--- src/rtl/svi_port_arb_pkg.sv ---
// Shared types for the requester-to-interface port arbiter.
// Holds the data width, the sequencer state encoding and the operand type.
// Imported by the interface, the round-robin picker and the arbiter top.
package svi_port_arb_pkg;

    localparam int DATA_W = 8;

    typedef enum logic [1:0] {
        IDLE    = 2'd0,
        WAIT    = 2'd1,
        CAPTURE = 2'd2
    } arb_state_t;

    typedef logic [DATA_W-1:0] data_t;

endpackage

--- src/rtl/svi_port_arb_if.sv ---
// Operand bus between the producer (P2) and the combinational adder consumer (P1).
// No latency of its own; the values are whatever the producer currently drives.
// No backpressure: the consumer simply reads whatever the producer presents.
interface svi_port_arb_if;
    import svi_port_arb_pkg::*;

    data_t z;
    data_t y;

    modport P1 (input  z, input  y);
    modport P2 (output z, output y);

endinterface

--- src/rtl/svi_port_arb_rr_pick.sv ---
// Round-robin picker: first asserted request at or above ptr, wrapping upward.
// Purely combinational, zero latency.
// No backpressure; the caller decides when the pick is consumed.
module rr_pick #(
    parameter int N_REQ = 4
) (
    input  logic [N_REQ-1:0]         i_req,
    input  logic [$clog2(N_REQ)-1:0] i_ptr,
    output logic [$clog2(N_REQ)-1:0] o_owner,
    output logic                     o_valid
);

    localparam int IDX_W = $clog2(N_REQ);

    logic [IDX_W-1:0] w_idx;

    // Scan from the farthest offset down to the nearest so the closest set bit wins.
    always_comb begin
        o_owner = '0;
        o_valid = 1'b0;
        w_idx   = '0;
        for (int i = N_REQ - 1; i >= 0; i--) begin
            w_idx = IDX_W'((int'(i_ptr) + i) % N_REQ);
            if (i_req[w_idx]) begin
                o_owner = w_idx;
                o_valid = 1'b1;
            end
        end
    end

endmodule

--- src/rtl/svi_port_arb.sv ---
// Round-robin arbiter sharing the P2 side of the operand bus between N_REQ requesters.
// Grant at edge k, result captured at edge k+WAIT_CYCLES+1, next grant possible one edge later.
// Requests arriving while busy are ignored; requesters hold i_req until they see o_gnt.
module svi_port_arb
    import svi_port_arb_pkg::*;
#(
    parameter int N_REQ       = 4,
    parameter int WAIT_CYCLES = 1
) (
    input  logic                i_clk,
    input  logic                i_arst,
    input  logic [N_REQ-1:0]    i_req,
    input  data_t [N_REQ-1:0]   i_z,
    input  data_t [N_REQ-1:0]   i_y,
    output logic [N_REQ-1:0]    o_gnt,
    svi_port_arb_if.P2          u_I,
    input  data_t               i_sum,
    output logic [N_REQ-1:0]    o_rsp_valid,
    output data_t               o_rsp_data,
    output logic                o_busy
);

    localparam int IDX_W = $clog2(N_REQ);
    localparam int CNT_W = $clog2(WAIT_CYCLES + 1);
    localparam logic [CNT_W-1:0] CNT_LAST = CNT_W'(WAIT_CYCLES - 1);
    localparam logic [IDX_W-1:0] IDX_LAST = IDX_W'(N_REQ - 1);

    arb_state_t        r_state,   w_state;
    logic [IDX_W-1:0]  r_ptr,     w_ptr;
    logic [IDX_W-1:0]  r_owner,   w_owner;
    logic [CNT_W-1:0]  r_cnt,     w_cnt;
    data_t             r_z,       w_z;
    data_t             r_y,       w_y;
    logic [N_REQ-1:0]  r_gnt,     w_gnt;
    logic [N_REQ-1:0]  r_rsp_vld, w_rsp_vld;
    data_t             r_rsp_dat, w_rsp_dat;

    logic [IDX_W-1:0]  w_pick_owner;
    logic              w_pick_vld;

    rr_pick #(.N_REQ(N_REQ)) u_pick (
        .i_req   (i_req),
        .i_ptr   (r_ptr),
        .o_owner (w_pick_owner),
        .o_valid (w_pick_vld)
    );

    // State and output registers; reset clears everything including the held operands.
    always_ff @(posedge i_clk or posedge i_arst) begin
        if (i_arst) begin
            r_state   <= IDLE;
            r_ptr     <= '0;
            r_owner   <= '0;
            r_cnt     <= '0;
            r_z       <= '0;
            r_y       <= '0;
            r_gnt     <= '0;
            r_rsp_vld <= '0;
            r_rsp_dat <= '0;
        end else begin
            r_state   <= w_state;
            r_ptr     <= w_ptr;
            r_owner   <= w_owner;
            r_cnt     <= w_cnt;
            r_z       <= w_z;
            r_y       <= w_y;
            r_gnt     <= w_gnt;
            r_rsp_vld <= w_rsp_vld;
            r_rsp_dat <= w_rsp_dat;
        end
    end

    // Next-state logic: grant and response are single-cycle pulses, operands and data hold.
    always_comb begin
        w_state   = r_state;
        w_ptr     = r_ptr;
        w_owner   = r_owner;
        w_cnt     = r_cnt;
        w_z       = r_z;
        w_y       = r_y;
        w_gnt     = '0;
        w_rsp_vld = '0;
        w_rsp_dat = r_rsp_dat;
        case (r_state)
            IDLE: begin
                if (w_pick_vld) begin
                    w_owner = w_pick_owner;
                    w_z     = i_z[w_pick_owner];
                    w_y     = i_y[w_pick_owner];
                    w_gnt   = N_REQ'(1) << w_pick_owner;
                    w_cnt   = '0;
                    w_state = WAIT;
                end
            end
            WAIT: begin
                w_cnt = r_cnt + 1'b1;
                if (r_cnt == CNT_LAST) begin
                    w_state = CAPTURE;
                end
            end
            CAPTURE: begin
                w_rsp_dat = i_sum;
                w_rsp_vld = N_REQ'(1) << r_owner;
                w_ptr     = (r_owner == IDX_LAST) ? '0 : r_owner + 1'b1;
                w_state   = IDLE;
            end
            default: begin
                w_state = IDLE;
            end
        endcase
    end

    assign u_I.z       = r_z;
    assign u_I.y       = r_y;
    assign o_gnt       = r_gnt;
    assign o_rsp_valid = r_rsp_vld;
    assign o_rsp_data  = r_rsp_dat;
    assign o_busy      = (r_state != IDLE);

endmodule
--- src/flat_wrapper.sv ---
// flat-port wrapper written by rule: the top's interface ports become plain ports
module svi_port_arb_flat import svi_port_arb_pkg::*;
#(
    parameter int N_REQ       = 4,
    parameter int WAIT_CYCLES = 1
)
  (i_clk, i_arst, i_req, i_z, i_y, o_gnt, i_sum, o_rsp_valid, o_rsp_data, o_busy, u_I_z, u_I_y);
  svi_port_arb_if u_I_i ();
  input  logic i_clk;
  input  logic i_arst;
  input  logic [N_REQ-1:0] i_req;
  input  data_t [N_REQ-1:0] i_z;
  input  data_t [N_REQ-1:0] i_y;
  output logic [N_REQ-1:0] o_gnt;
  input  data_t i_sum;
  output logic [N_REQ-1:0] o_rsp_valid;
  output data_t o_rsp_data;
  output logic o_busy;
  output wire logic [$bits(u_I_i.z)-1:0] u_I_z;
  output wire logic [$bits(u_I_i.y)-1:0] u_I_y;
  assign u_I_z = u_I_i.z;
  assign u_I_y = u_I_i.y;
  svi_port_arb #(.N_REQ(N_REQ), .WAIT_CYCLES(WAIT_CYCLES)) u_core (.i_clk(i_clk), .i_arst(i_arst), .i_req(i_req), .i_z(i_z), .i_y(i_y), .o_gnt(o_gnt), .u_I(u_I_i), .i_sum(i_sum), .o_rsp_valid(o_rsp_valid), .o_rsp_data(o_rsp_data), .o_busy(o_busy));
endmodule
--- config.mk ---
export PLATFORM = sky130hd
export DESIGN_NAME = svi_port_arb_flat
export DESIGN_NICKNAME = d
export VERILOG_FILES = /design/src/rtl/svi_port_arb_pkg.sv /design/src/rtl/svi_port_arb_if.sv /design/src/rtl/svi_port_arb_rr_pick.sv /design/src/rtl/svi_port_arb.sv /design/src/flat_wrapper.sv
export SDC_FILE = /design/constraint.sdc
export NUM_CORES = 1
export LEC_CHECK = 0
export CAP_MARGIN = 10
export CORE_ASPECT_RATIO = 2
export CORE_MARGIN = 3
export CORE_UTILIZATION = 34
export DETAILED_ROUTE_END_ITERATION = 10
export GPL_TIMING_DRIVEN = 0
export PLACE_DENSITY_LB_ADDON = 0.15
export SKIP_CTS_REPAIR_TIMING = 1
export SYNTH_ARGS = -nofsm -noshare
export SYNTH_HDL_FRONTEND = slang
export SYNTH_SLANG_ARGS = --single-unit
--- constraint.sdc ---
create_clock -name i_clk -period 1.76 [get_ports i_clk]
set_input_delay 0.352 -clock i_clk [delete_from_list [all_inputs] [get_ports i_clk]]
set_output_delay 0.352 -clock i_clk [all_outputs]
set_load 0.01 [all_outputs]
== Yosys cells after proc, flatten, opt, wreduce, memory -nomap -nowiden ==
Index checks and enable logic that the tools add are counted.

* Bits in registers: 39
* Input bits: 78
* Output and inout port bits: 33
* Logic and storage cells: 61

* Add/sub/neg operators: 5
* Order comparisons: 5
* Equal/unequal tests: 5
* Shifts and indexed selects: 2
* Multiplexer cells: 29
* Reductions and logical operators: 6

{| class="wikitable"
|+ Operator list
! cell !! count
|-
| $bmux W8 S2 || 2
|-
| $mux W8 || 2
|-
| $lt A2 B3 Y1 const B || 5
|-
| $mux W2 || 7
|-
| $mux W4 || 3
|-
| $mux W1 || 9
|-
| $bmux W1 S2 || 4
|-
| $shl A1 B2 Y4 const A || 2
|-
| $reduce_and A2 Y1 || 3
|-
| $add A2 B1 Y2 const B || 2
|-
| $add A2 B2 Y2 const B || 2
|-
| $eq A2 B2 Y1 const B || 2
|-
| $ne A2 B2 Y1 const B || 2
|-
| $pmux W2 S2 || 1
|-
| $reduce_bool A2 Y1 || 2
|-
| $eq A2 B1 Y1 const B || 1
|-
| $logic_not A2 Y1 || 1
|-
| $pmux W1 S2 || 1
|-
| $add A1 B1 Y1 const B || 1
|}

== Depth between registers and ports, before layout ==
* Depth in word-level cells: 10
* Gate-level depth with buffers: 8
* Mapped depth without buffers: 5

== Hierarchy ==
Synthesis repeated with hierarchy kept, for this count alone.

* Cells, all modules: 129
* Area total of the unflattened synthesis: 2004.4 sq um

{| class="wikitable"
|+ By module, submodules not included
! module !! times used !! cells an instance !! area each (sq um) !! sequential area each (sq um)
|-
| svi_port_arb || 1 || 116 || 1926.8 || 975.9
|-
| rr_pick || 1 || 13 || 77.6 || 0.0
|}

== Worst setup path after synthesis ==
No wires, ideal clock.

* Kind: register to register
* From: register u_core.r_ptr[1]
* To: register u_core.r_y[0] (netlist: u_core.u_I.y[0])
* Setup time: 86 ps
* Arrival time: 1579 ps
* Data required time: 1674 ps
* Path slack: 96 ps
* Cell stages (with the launch flop): 8
* Period minus slack after synthesis: 1664 ps
* Cell sequence: dfrtp_1 buf_4 nand2b_1 a21o_1 o311ai_1 nand4_1 buf_2 o221ai_2

* Cells in the longest elaborated chain, start to end: 9
* Elaborated cells on any way between the ends: 22
* Classes of those cells: add/sub (3); mux (18); reduce/logical (1)

{| class="wikitable"
|+ RTL lines
! item !! RTL line !! text
|-
| from (decl) || svi_port_arb.sv:29 || <nowiki>logic [IDX_W-1:0] r_ptr, w_ptr;</nowiki>
|-
| from (signal assigned) || svi_port_arb.sv:62 || <nowiki>r_ptr <= w_ptr;</nowiki>
|-
| $add A2 B2 Y2 || svi_port_arb_rr_pick.sv:23 || <nowiki>w_idx = IDX_W'((int'(i_ptr) + i) % N_REQ);</nowiki>
|-
| $bmux W1 S2 || svi_port_arb_rr_pick.sv:24 || <nowiki>if (i_req[w_idx]) begin</nowiki>
|-
| $mux W1 (implied by the code) || svi_port_arb_rr_pick.sv:24 ||
|-
| $mux W2 (4 in series) || svi_port_arb_rr_pick.sv:24 ||
|-
| $bmux W8 S2 || svi_port_arb.sv:89 || <nowiki>w_y = i_y[w_pick_owner];</nowiki>
|-
| $mux W8 (implied by the code) || svi_port_arb.sv:89 ||
|-
| to (signal assigned) || svi_port_arb.sv:66 || <nowiki>r_y <= w_y;</nowiki>
|-
| to (decl) || svi_port_arb.sv:33 || <nowiki>data_t r_y, w_y;</nowiki>
|}

Several ways; a longest one is shown, not always the timed one. The select of a mux whose other input is x is not followed.
A chain may end at the register's enable or synchronous reset.

== Final worst setup path ==
* From: register u_core.r_ptr[1]
* To: register u_core.r_y[2] (netlist: u_core.u_I.y[2])

The elaborated chain is that of the path after synthesis.

==> impl_metrics.toml <==
[outcome]
outcome = "finished with violations"
violations = "setup timing"

[critical_path]
arrival_ps = 2010
max_stage_delay_ps = 380
critPathKind = "reg2reg"
cp_num_buf_inv = 3
crit_path_end_kind = "flip-flop"
critical_path.max_fanout = 10
cpLargestDelayFamily = "simple AND/OR/NAND/NOR gates"
crit_chain = "buf_6 -> nand2b_4 -> a21o_1 -> o311ai_2 -> or3b_1 -> buf_6 -> buf_6 -> o221ai_2"
crit_path_start_kind = "flip-flop"
required_ps = 1970
critPathSlowestCell = "or3b_1"
cp_common_cell = "buf_6"

[cells_and_area]
instances_no_fill = 360
final_layout_size_suffix_gt1_share_pct = 18.00
area.growth.synth_to_final_pct = 72.13
final_net_count = 381
nFillCells = 469
utilization_pct = 60.78
num_antenna_cells = 0

[power]
intPower_mw = 3.056
power_density_nw_per_um2 = 1415
pwr-share-clk_pct = 12.6
comb_power_share_pct = 54.6
power.switching_mw = 1.645
vdd_ir_drop_max_mv = 1.024
switching_share_pct = 35.00
leakage_nw = 1.525
seq_power_share_pct = 32.8

[clock_tree]
clkTransAtPathRegs_ps = 80
cts_buffers = 5
htree_levels = 2
cts_buffer_depth = 2
clock_tree.root_cell = "clkbuf_8"
tritoncts = "done"
insertion_delay_ps = 290
numClockSinks = 39

[timing]
slew_violations = 0
final_hold_viol_count = 0
worst_pin_slew_ps = 802.0
finClkSkew_ps = 7.612
setup_viol = 9
period_needed_ps = 1798
rsz0062_at_grt = "yes"
slew_headroom_pct = 46.45
finalCritPeriodShare_pct = 102.2
setup_tns_ps = -271.9
fmax_mhz = 556.1
setup_ws_ps = -38.36

[floorplan]
start_util_pct = 35.31
dieHeight_um = 112.6
ios = 111
dieWidth_um = 59.29
core_area_um2 = 5468
num_rows = 38
dieArea_um2 = 6673

[routing]
drc = 0
drt-initial-drc-count = 68
firstDrtPassIters = 5
wl_per_cell_um = 15.59
vias_per_cell = 5.178
drtAntennaViolNets = 0
vias = 1864
routed_wl_um = 5612

[synth]
synthTopCellsByArea = "dfrtp_1 (51%), a222oi_1 (8.3%), inv_1 (8.0%), o221ai_2 (7.0%), mux2_2 (5.2%)"
synth_top_cell_by_area = "dfrtp_1"
ys_seq_area_share_pct = 50.55
synth_warnings = 0
yosysUniqueCellTypes = 28
synth-seq-cells = 39
syn_area_um2 = 1931
syn_nets = 258
synth_top_area_share_pct = 50.55
syn-instance-count = 176
synth.avg_cell_area_um2 = 10.97

[global_route]
globalRoute.totalOverflow = 0
grt_usage_pct = 17.60
grt_pass1_wl_um = 8928
antenna_found_initial = 0
grt_max_degree = 40
grt_pass1_vias = 1941

[placement]
dp_cells = 346
gp_congestion = 0.7790
dp_slack_ps = -749.7
hpwlAfterDp_um = 4281
numPortBuffers = 110

[flow_run]
drv_cap = 0

[hold_path]
min_path_type = "reg2reg"
## final cells by class
class / instances / area (µm²) / area share [%]
Inverter: 41 / 153.9 / 4.631
Tap cell: 60 / 75.07 / 2.259
Timing Repair Buffer: 116 / 1159 / 34.86
Clock buffer: 7 / 76.32 / 2.297
Sequential cell: 39 / 978.4 / 29.44
Multi-Input combinational cell: 86 / 805.8 / 24.25
Clock inverter: 1 / 5.005 / 0.1506
Buffer: 10 / 70.07 / 2.108
## metrics by stage
stage / cell area, µm² / hold WS [ps] / power (mW)
global route: 3323 / 521.3 / 5.027
global placement: 3107 / 462.4 / 3.914
floorplan: 1931 / 444.5 / 2.807
finish: 3323 / 471.2 / 4.701
CTS: 3188 / 474.0 / 4.550
detailed placement: 3107 / 463.7 / 3.951
## metal layers
layer	vias to the layer above	global-route usage [%]	wire [µm]
met5	-	0	0
met4	0	5.900	83
met3	6	4.143	363
met2	77	33.02	3247
met1	905	17.91	1917
li1	876	-	-
## Yosys cell counts
library cell  number
ha_1               4
o22ai_2            1
a211oi_2           1
o21ai_1            1
o311ai_1           1
dfrtp_1           39
o21bai_1           2
o211ai_1           1
nand2b_1           1
clkbuf_1           6
nor3b_1            1
nand4_1            1
nor2_1             6
inv_1             41
a21o_1             4
buf_4              1
o21ai_0            3
nand2_1            7
buf_6              1
and2_1             4
mux2_2             9
buf_2              2
a222oi_1          16
o221ai_2           9
nor2b_1            2
or3b_1             1
a21oi_1            4
o221ai_1           7
## path summary, 6_finish.rpt
kind | from | end | slack, ps | cells after the start
setup / recovery | u_core.r_ptr[1] | u_core.u_I.y[2] | -40 | 8
hold / removal | u_core.r_cnt | u_core.r_state[1] | 470 | 1
setup reg to reg | u_core.r_ptr[1] | u_core.u_I.y[2] | -40 | 8
hold reg to reg | u_core.r_cnt | u_core.r_state[1] | 470 | 1
max in group asynchronous | i_arst | u_core.r_state[0] | 650 | 2
min in group asynchronous | i_arst | u_core.o_rsp_data[4] | 530 | 2
## logic make-up after synthesis
logic type,synth area share [%]
flip-flops,50.55
buffers and inverters,10.63
AND/OR/NAND/NOR,5.963
AO/OA/AOI/OAI,25.02
adder cells (fa/ha/maj),2.592
multiplexers,5.250
## power by group through the flow
stage	Clock [mW]	Combinational [mW]	Sequential (mW)
after floorplan	0	1.15	1.66
after global placement	0	2.39	1.53
after detailed placement	0	2.41	1.54
after CTS	0.610	2.41	1.53
after global routing	0.636	2.80	1.59
final	0.594	2.56	1.54
## flip-flops by register name, summed over array words and instances, names as in the netlist
name / cells
u_core.o_rsp_data: 8
u_core.u_I.y: 8
u_core.u_I.z: 8
u_core.o_gnt: 4
u_core.o_rsp_valid: 4
u_core.r_owner: 2
u_core.r_ptr: 2
u_core.r_state: 2
u_core.r_cnt: 1
## cells in the final DEF, fill, tap and decap left out
cell type / Yosys / layout
buf_2: 2 / 3
o21ai_2: 0 / 1
clkbuf_2: 0 / 2
o211ai_1: 1 / 1
a222oi_1: 16 / 16
a21oi_2: 0 / 1
a21o_1: 4 / 4
nand2b_4: 0 / 1
nor2b_1: 2 / 2
o21bai_1: 2 / 1
a211oi_4: 0 / 1
o221ai_1: 7 / 5
clkbuf_8: 0 / 5
inv_1: 41 / 39
nand2_1: 7 / 7
o21bai_2: 0 / 1
clkbuf_1: 6 / 3
o22ai_2: 1 / 1
a21oi_1: 4 / 3
nor2_1: 6 / 4
dfrtp_2: 0 / 2
buf_6: 1 / 3
nor2_2: 0 / 1
nor3b_1: 1 / 1
buf_4: 1 / 7
o311ai_2: 0 / 1
and2_1: 4 / 4
o221ai_2: 9 / 11
nor2_4: 0 / 1
nand4_1: 1 / 1
clkdlybuf4s50_1: 0 / 105
inv_2: 0 / 2
mux2_2: 9 / 9
dlymetal6s2s_1: 0 / 5
o21ai_0: 3 / 3
clkinv_2: 0 / 1
ha_1: 4 / 4
or3b_1: 1 / 1
dfrtp_1: 39 / 37
No activity file was read; power rests on OpenSTA's default activity.
